==> src/rtl/sdram_port_scheduler.sv <==
// Round-robin burst scheduler for two write FIFOs and two read FIFOs sharing one SDRAM controller.
// Each port walks its own address region in BURST_LENGTH steps; one burst request is outstanding at a time.

module sdram_port_offset #(
   parameter int BURST_LENGTH = 8,
   parameter int REGION_WORDS = 1024,
   parameter int OW           = 10
) (
   input  logic          clk,
   input  logic          rst,
   input  logic          lock,
   input  logic          adv,
   input  logic          frame_rst,
   output logic [OW-1:0] offset
);
   logic          pend;
   logic [OW-1:0] nxt;

   assign nxt = (offset == OW'(REGION_WORDS - BURST_LENGTH)) ? '0 : offset + OW'(BURST_LENGTH);

   // While this port owns the request, a frame restart is deferred so the ack cannot re-advance it.
   always_ff @(posedge clk) begin
      if (rst) begin
         offset <= '0;
         pend   <= 1'b0;
      end else if (lock) begin
         if (adv) begin
            offset <= (pend || frame_rst) ? '0 : nxt;
            pend   <= 1'b0;
         end else begin
            pend   <= pend | frame_rst;
         end
      end else if (pend || frame_rst) begin
         offset <= '0;
         pend   <= 1'b0;
      end
   end
endmodule

module sdram_port_scheduler #(
   parameter int          BURST_LENGTH = 8,
   parameter int          REGION_WORDS = 1024,
   parameter logic [21:0] BASE0        = 22'h000000,
   parameter logic [21:0] BASE1        = 22'h100000,
   parameter logic [21:0] BASE2        = 22'h200000,
   parameter logic [21:0] BASE3        = 22'h300000,
   parameter int          RD_THRESH    = 16,
   parameter int          ACK_TIMEOUT  = 4095
) (
   input  logic        clk,
   input  logic        rst,
   input  logic        sdram_init_done,
   input  logic [1:0]  ctrl_cmd,
   input  logic        cmd_ack,
   input  logic [3:0]  port_en,
   input  logic [10:0] wp0_level,
   input  logic [10:0] wp1_level,
   input  logic [10:0] rp0_level,
   input  logic [10:0] rp1_level,
   input  logic [1:0]  rd_arm,
   input  logic [3:0]  frame_rst,
   output logic        sys_w_req,
   output logic        sys_r_req,
   output logic [21:0] sys_wr_addr,
   output logic [3:0]  done,
   output logic        busy,
   output logic        err
);
   localparam int OW = $clog2(REGION_WORDS);
   localparam int CW = $clog2(ACK_TIMEOUT + 1);
   localparam logic [3:0][21:0] BASES = {BASE3, BASE2, BASE1, BASE0};

   typedef enum logic [1:0] {IDLE, ARB, REQ, HOLD} state_t;

   state_t               state, state_nxt;
   logic [3:0]           elig;
   logic [3:0][OW-1:0]   offs;
   logic [1:0]           rr_ptr, grant_q, arb_idx, cand;
   logic                 arb_found;
   logic [21:0]          addr_q;
   logic [CW-1:0]        cnt;
   logic [3:0]           done_q;
   logic                 err_q;
   logic                 ack_fire, timeout, to_fire;

   assign elig[0] = port_en[0] && (wp0_level >= 11'(BURST_LENGTH));
   assign elig[1] = port_en[1] && (wp1_level >= 11'(BURST_LENGTH));
   assign elig[2] = port_en[2] && rd_arm[0] && (rp0_level <= 11'(RD_THRESH));
   assign elig[3] = port_en[3] && rd_arm[1] && (rp1_level <= 11'(RD_THRESH));

   assign ack_fire = (state == REQ) && sdram_init_done && cmd_ack;
   assign timeout  = (cnt == CW'(ACK_TIMEOUT - 1));
   assign to_fire  = (state == REQ) && sdram_init_done && !cmd_ack && timeout;

   genvar gi;
   generate
      for (gi = 0; gi < 4; gi++) begin : g_port
         sdram_port_offset #(
            .BURST_LENGTH (BURST_LENGTH),
            .REGION_WORDS (REGION_WORDS),
            .OW           (OW)
         ) u_off (
            .clk       (clk),
            .rst       (rst),
            .lock      ((state == REQ) && (grant_q == 2'(gi))),
            .adv       (ack_fire && (grant_q == 2'(gi))),
            .frame_rst (frame_rst[gi]),
            .offset    (offs[gi])
         );
      end
   endgenerate

   // Scan starts one past the last acknowledged port.
   always_comb begin
      arb_found = 1'b0;
      arb_idx   = rr_ptr;
      cand      = rr_ptr;
      for (int k = 1; k <= 4; k++) begin
         cand = rr_ptr + 2'(k);
         if (!arb_found && elig[cand]) begin
            arb_found = 1'b1;
            arb_idx   = cand;
         end
      end
   end

   always_ff @(posedge clk) begin
      if (rst) state <= IDLE;
      else     state <= state_nxt;
   end

   always_comb begin
      state_nxt = state;
      case (state)
         IDLE: if (sdram_init_done && ctrl_cmd == 2'b00) state_nxt = ARB;
         ARB:  state_nxt = (sdram_init_done && arb_found) ? REQ : IDLE;
         REQ: begin
            if (!sdram_init_done)  state_nxt = IDLE;
            else if (cmd_ack)      state_nxt = HOLD;
            else if (timeout)      state_nxt = IDLE;
         end
         HOLD: state_nxt = IDLE;
         default: state_nxt = IDLE;
      endcase
   end

   always_comb begin
      busy        = (state != IDLE);
      sys_w_req   = (state == REQ) && !grant_q[1];
      sys_r_req   = (state == REQ) &&  grant_q[1];
      sys_wr_addr = addr_q;
      done        = done_q;
      err         = err_q;
   end

   // Address is captured at grant so later offset changes never disturb a pending request.
   always_ff @(posedge clk) begin
      if (rst) begin
         grant_q <= 2'd0;
         addr_q  <= '0;
         rr_ptr  <= 2'd3;
         cnt     <= '0;
         done_q  <= '0;
         err_q   <= 1'b0;
      end else begin
         if (state == ARB && arb_found && sdram_init_done) begin
            grant_q <= arb_idx;
            addr_q  <= BASES[arb_idx] + 22'(offs[arb_idx]);
         end
         if (ack_fire) rr_ptr <= grant_q;
         if (state == REQ && state_nxt == REQ) cnt <= cnt + 1'b1;
         else                                  cnt <= '0;
         done_q <= ack_fire ? (4'b0001 << grant_q) : 4'b0000;
         if (to_fire) err_q <= 1'b1;
      end
   end
endmodule
==> config.mk <==
export PLATFORM = sky130hd
export DESIGN_NAME = sdram_port_scheduler
export DESIGN_NICKNAME = d
export VERILOG_FILES = /design/src/rtl/sdram_port_scheduler.sv
export SDC_FILE = /design/constraint.sdc
export NUM_CORES = 1
export LEC_CHECK = 0
export ABC_CLOCK_PERIOD_IN_PS = 4700
export BUFFER_PORTS_ARGS = -buffer_cell sky130_fd_sc_hd__buf_2
export CORE_MARGIN = 2
export CORE_UTILIZATION = 35
export CTS_CLUSTER_SIZE = 24
export DETAILED_ROUTE_END_ITERATION = 16
export HOLD_SLACK_MARGIN = 0.15
export SYNTH_ARGS = -nofsm -noshare
export SYNTH_HDL_FRONTEND = slang
export SYNTH_SLANG_ARGS = --single-unit
==> constraint.sdc <==
create_clock -name clk -period 4.7 [get_ports clk]
set_input_delay 0.94 -clock clk [delete_from_list [all_inputs] [get_ports clk]]
set_output_delay 0.94 -clock clk [all_outputs]
set_load 0.005 [all_outputs]
# Word level (Yosys, flattened, before mapping)
# Cells that the tools add are included.
# Widths: inputs -> output; s select.
dict set report totals {
  in_bits 60
  out_inout_bits 30
  wordCells 165
  ff_bits 89
}
dict set report op_classes {
  bitwise_logic 6
  order_cmp 9
  reduce_logical 51
  eq_ne 16
  n_mux 58
  n_addsub 9
  n_shift 1
}
# operator n
set op_table {}
lappend op_table {{$mux 10} 21}
lappend op_table {{$bmux 22 s2} 1}
lappend op_table {{$add 10x4->10 const B} 4}
lappend op_table {{$eq 10x10->1 const B} 4}
lappend op_table {{$logic_and 1x1->1} 28}
lappend op_table {{$add 22x10->22} 1}
lappend op_table {{$ge 11x4->1 const B} 2}
lappend op_table {{$le 11x5->1 const B} 2}
lappend op_table {{$mux 22} 1}
lappend op_table {{$bmux 10 s2} 1}
lappend op_table {{$mux 1} 20}
lappend op_table {{$mux 2} 9}
lappend op_table {{$lt 2x3->1 const B} 5}
lappend op_table {{$add 12x1->12 const B} 1}
lappend op_table {{$eq 12x12->1 const B} 1}
lappend op_table {{$eq 2x2->1 const B} 5}
lappend op_table {{$reduce_bool 2->1} 5}
lappend op_table {{$bmux 1 s2} 4}
lappend op_table {{$ne 2x2->1 const B} 4}
lappend op_table {{$pmux 2 s4} 1}
lappend op_table {{$reduce_and 2->1} 4}
lappend op_table {{$logic_not 2->1} 3}
lappend op_table {{$logic_not 1->1} 5}
lappend op_table {{$add 2x2->2 const B} 2}
lappend op_table {{other kinds (7)} 16}

# Longest topological paths before layout
dict set report logic_depth {
  ltp_word 21
  ltp_mapped 9
  depth_no_buf 8
}

# Hierarchy
# Synthesis repeated with hierarchy kept, for this count alone.
dict set report unflattened {
  cells_unflattened 428
  area_unflattened_um2 3811.2
}
# module seq_area_each_um2 cells_each instances area_per_inst_um2
set modules_own_cells {}
lappend modules_own_cells {sdram_port_scheduler 660.6 208 1 1909.3}
lappend modules_own_cells {sdram_port_offset 160.2 55 4 475.5}

# Least setup slack after synthesis
# No wires, ideal clock.
dict set report synth_path {
  kind {input -> register}
  startpoint {in wp1_level[3]}
  endpoint {reg addr_q[3], in the netlist sys_wr_addr[3]}
  n_path_buf 1
  slack_ns 1.860
  setup_time_ns 0.128
  path_stages 7
  t_required_ns 4.572
  arrival_ns 2.712
  path_cell_list {or4_1 o211a_1 o21ba_1 a211oi_4 buf_8 mux2i_1 o221ai_2}
}
dict set report synth_between {
  elab_chain_cells 17
  word_cells_on_any_way 31
  cone_classes {add/sub (1); order compare (1); mux (20); reduce/logical (9)}
}
# element line_no
set synth_rtl {}
lappend synth_rtl {{start, declared} 57} ;# input logic [10:0] wp1_level,
lappend synth_rtl {{$ge 11x4->1 (*)} 87} ;# assign elig[1] = port_en[1] && (wp1_level >= 11'(BURST_LENGTH));
lappend synth_rtl {{$logic_and 1x1->1 (*)} 87}
lappend synth_rtl {{$bmux 1 s2} 120} ;# if (!arb_found && elig[cand]) begin
lappend synth_rtl {{$mux 1 (implied by the code)} 120}
lappend synth_rtl {{$mux 1} 120}
lappend synth_rtl {{$logic_not 1->1} 120}
lappend synth_rtl {{$logic_and 1x1->1} 120}
lappend synth_rtl {{$mux 1} 120}
lappend synth_rtl {{$logic_not 1->1} 120}
lappend synth_rtl {{$logic_and 1x1->1} 120}
lappend synth_rtl {{$mux 1} 120}
lappend synth_rtl {{$logic_not 1->1} 120}
lappend synth_rtl {{$logic_and 1x1->1} 120}
lappend synth_rtl {{$mux 2} 120}
lappend synth_rtl {{$bmux 22 s2 or $bmux 10 s2 (tied branches)} 168} ;# addr_q <= BASES[arb_idx] + 22'(offs[arb_idx]);
lappend synth_rtl {{$mux 22 (implied by the code) or $mux 10 (tied branches)} 168}
lappend synth_rtl {{$add 22x10->22} 168}
lappend synth_rtl {{end signal, assigned} 168}
lappend synth_rtl {{end, declared} 80} ;# logic [21:0] addr_q;
# Mark *: on every way between the ends. The rest lies on a longest branch, timed or not. The select of a mux whose other input is x is not followed.
# A chain may end at the register's enable or synchronous reset.

# Worst setup path after layout
dict set report layout_path {
  startpoint {in wp1_level[3]}
  endpoint {reg addr_q[5], in the netlist sys_wr_addr[5]}
}
# The elaborated chain is that of the path after synthesis.

==> qor.csv <==
metric,value,unit
ctsResizeCount,0,
die_area,10440,um^2
cts.sinks,62,
antenna_left,0,
drive_gt1_share,23.95,%
rows,35,
synth_top_cell_by_area,dfxtp_1,
netlist_top_cells_area,"dfxtp_1 37%, nor2_1 6.1%, mux2i_1 4.7%",
fin_skew,0.009691,ns
hold_violations,0,
grt_pass1_vias,2821,
area_growth,16.73,%
synthFlopType,dfxtp_1,
fin_crit,3.084,ns
post-cts-setup-buffers,0,
syn_area_per_cell,8.807,um^2
finalWorstSetupSlack,1.616,ns
htreeDepth,3,
rsz0062_at_grt,false,
synth-seq-area-share,36.80,%
endpoint_kind,flip-flop,
critPathRequiredTime,4.90,ns
dp.cells,565,
synth_edf_count,0,
grt_pass1_wl,12900,um
finalSetupViolCount,0,
num_vias,3004,
synthesis.area,3373,um^2
die_w,102.2,um
cts_buffer_depth,2,
hold_ws,0.4791,ns
min_path_cells,1,
clk_pin_slew_worst_paths,0.07,ns
viasPerCell,5.179,
hold_buffers,0,
globalRouteTotalUtil,15.58,%
ys_types,66,
cts-root-buf,clkbuf_8,
postPlaceCellArea,3735,um^2
post-route-period-util,65.62,%
ff2ff_path_depth,6,
place_congestion,0.8216,
start_util,36.33,%
max-cap-violations,0,
grt_max_degree,51,
worst_pin_slew,1.017,ns
hp-class,flip-flop to flip-flop,
finalSetupTns,0,ns
fp.coreArea,9284,um^2
stdcell_count,580,
fin_util,42.41,%
routedWlPerCell,13.47,um
worstSetupPathType,input pin to flip-flop,
drt_iter0_drc,115,
ys.warnings.count,0,
cts_buffers,9,
path_max_fanout,15,
synth_top_area_share,36.80,%
fmax,324.3,MHz
nets,513,
n_antenna_cell,0,
ys_ff_latch,62,
setup.worst_path.start_class,input pin,
async_reset_ff_share,0,%
netlist_instances,383,
p_leak,1.542,nW
fp.dieH,102.2,um
ios,90,
cts_tree,yes,
dr.pass1.iters,4,
status,completed,
wirelength,7811,um
dp_hpwl,5788,um
route.detailed.drc,0,
vdd_drop_max,0.1566,mV
slew_headroom,32.01,%
p_per_area,275.2,nW/um^2
dp_slack,1.266,ns
p_total,1.083,mW
finalMaxSlewViolations,0,
fin_area,3938,um^2
crit_arrival,3.29,ns
io_buffer_count,70,
clock_latency,0.33,ns
grt-ovfl-total,0,
grt_antenna_before_repair,0,
-- final timing paths --
check | start | to | slack (ns)
max | wp1_level[3] | sys_wr_addr[5] | 1.62
min | cnt[0] | cnt[0] | 0.48
min reg2reg | cnt[0] | cnt[0] | 0.48
max reg2reg | state[1] | g_port[2].u_off.offset[8] | 2.47
-- flip-flops by register name, summed over array words and instances (netlist names) --
register / cells
sys_wr_addr: 8
state: 2
g_port.u_off.offset: 28
grant_q: 1
g_port.u_off.pend: 4
err: 1
rr_ptr: 2
cnt: 12
done: 4
-- placed cells by master, fill, tap and decap left out, drive strengths merged, types with 4 or more instances in the layout --
master	count
nor2b	5
dfxtp	62
or2	5
ha	6
nor4b	6
xor2	7
a21o	4
and3	10
a211o	5
inv	6
a21oi	25
nand3b	12
o221ai	7
nor2	55
clkbuf	10
or4	5
a22oi	4
o21ai	17
nand4b	4
xnor2	4
or3	5
buf	71
nand3	10
conb	13
nor4	8
nor3	6
mux2i	16
nand2	20
-- power breakdown --
group | internal, mW | switching, mW
sequential | 0.526 | 0.00157
clock | 0.293 | 0.197
combinational | 0.0302 | 0.0353
total | 0.849 | 0.234
-- area by class of cell --
cell class	instances	area, um^2
fill	961	5346
sequential	62	1241
clock inverter	5	75.07
multi-input combinational	297	1952
tap	129	161.4
timing repair buffer	71	357.8
inverter	6	22.52
clock buffer	10	127.6
-- layer usage --
| layer | GRT usage (%) | vias to the layer above | part of all wire, % |
|---|---|---|---|
| met1 | 19.06 | 1410 | 45 |
| met3 | 3.694 | 12 | 4.8 |
| met5 | 0 | - | 0 |
| met2 | 26.47 | 75 | 48 |
| li1 | - | 1507 | - |
| met4 | 6.154 | 0 | 1.6 |
-- cell families after synthesis --
group / count (synthesis) / share of synthesized area, %
AO/OA/AOI/OAI: 79 / 17.40
XOR/XNOR: 11 / 2.856
adder cells (fa/ha/maj): 6 / 2.225
buffers and inverters: 36 / 6.676
flip-flops: 62 / 36.80
multiplexers: 18 / 5.415
other: 1 / 0.1112
AND/OR/NAND/NOR: 170 / 28.52
-- Yosys cell counts (3+ instances only) --
library cell  number
nor4b_1            5
a211o_1            5
nand2_1           20
nor3_1             5
or3_1              5
a31oi_1            3
mux2i_1           16
and2_1             3
buf_4             14
o221ai_2           7
o21ai_0           16
nand4b_1           4
nor2_1            55
a21o_1             4
nand3b_1          12
xor2_1             7
inv_1              6
dfxtp_1           62
a21oi_1           24
a22oi_1            4
nor2b_1            5
nor3b_1            3
and3_1            10
ha_1               6
or4_1              4
clkbuf_1          11
or2_2              5
nand4_1            3
xnor2_1            4
nand3_1            9
nor4_1             8
-- worst max-delay path: stages --
cell      delay [ns]
buf_2           0.09
or4_1           0.54
o21ai_1         0.22
mux2i_1         0.15
a211oi_4        0.88
mux2i_1         0.34
o221ai_2        0.11
No activity file was read; power rests on OpenSTA's default activity.
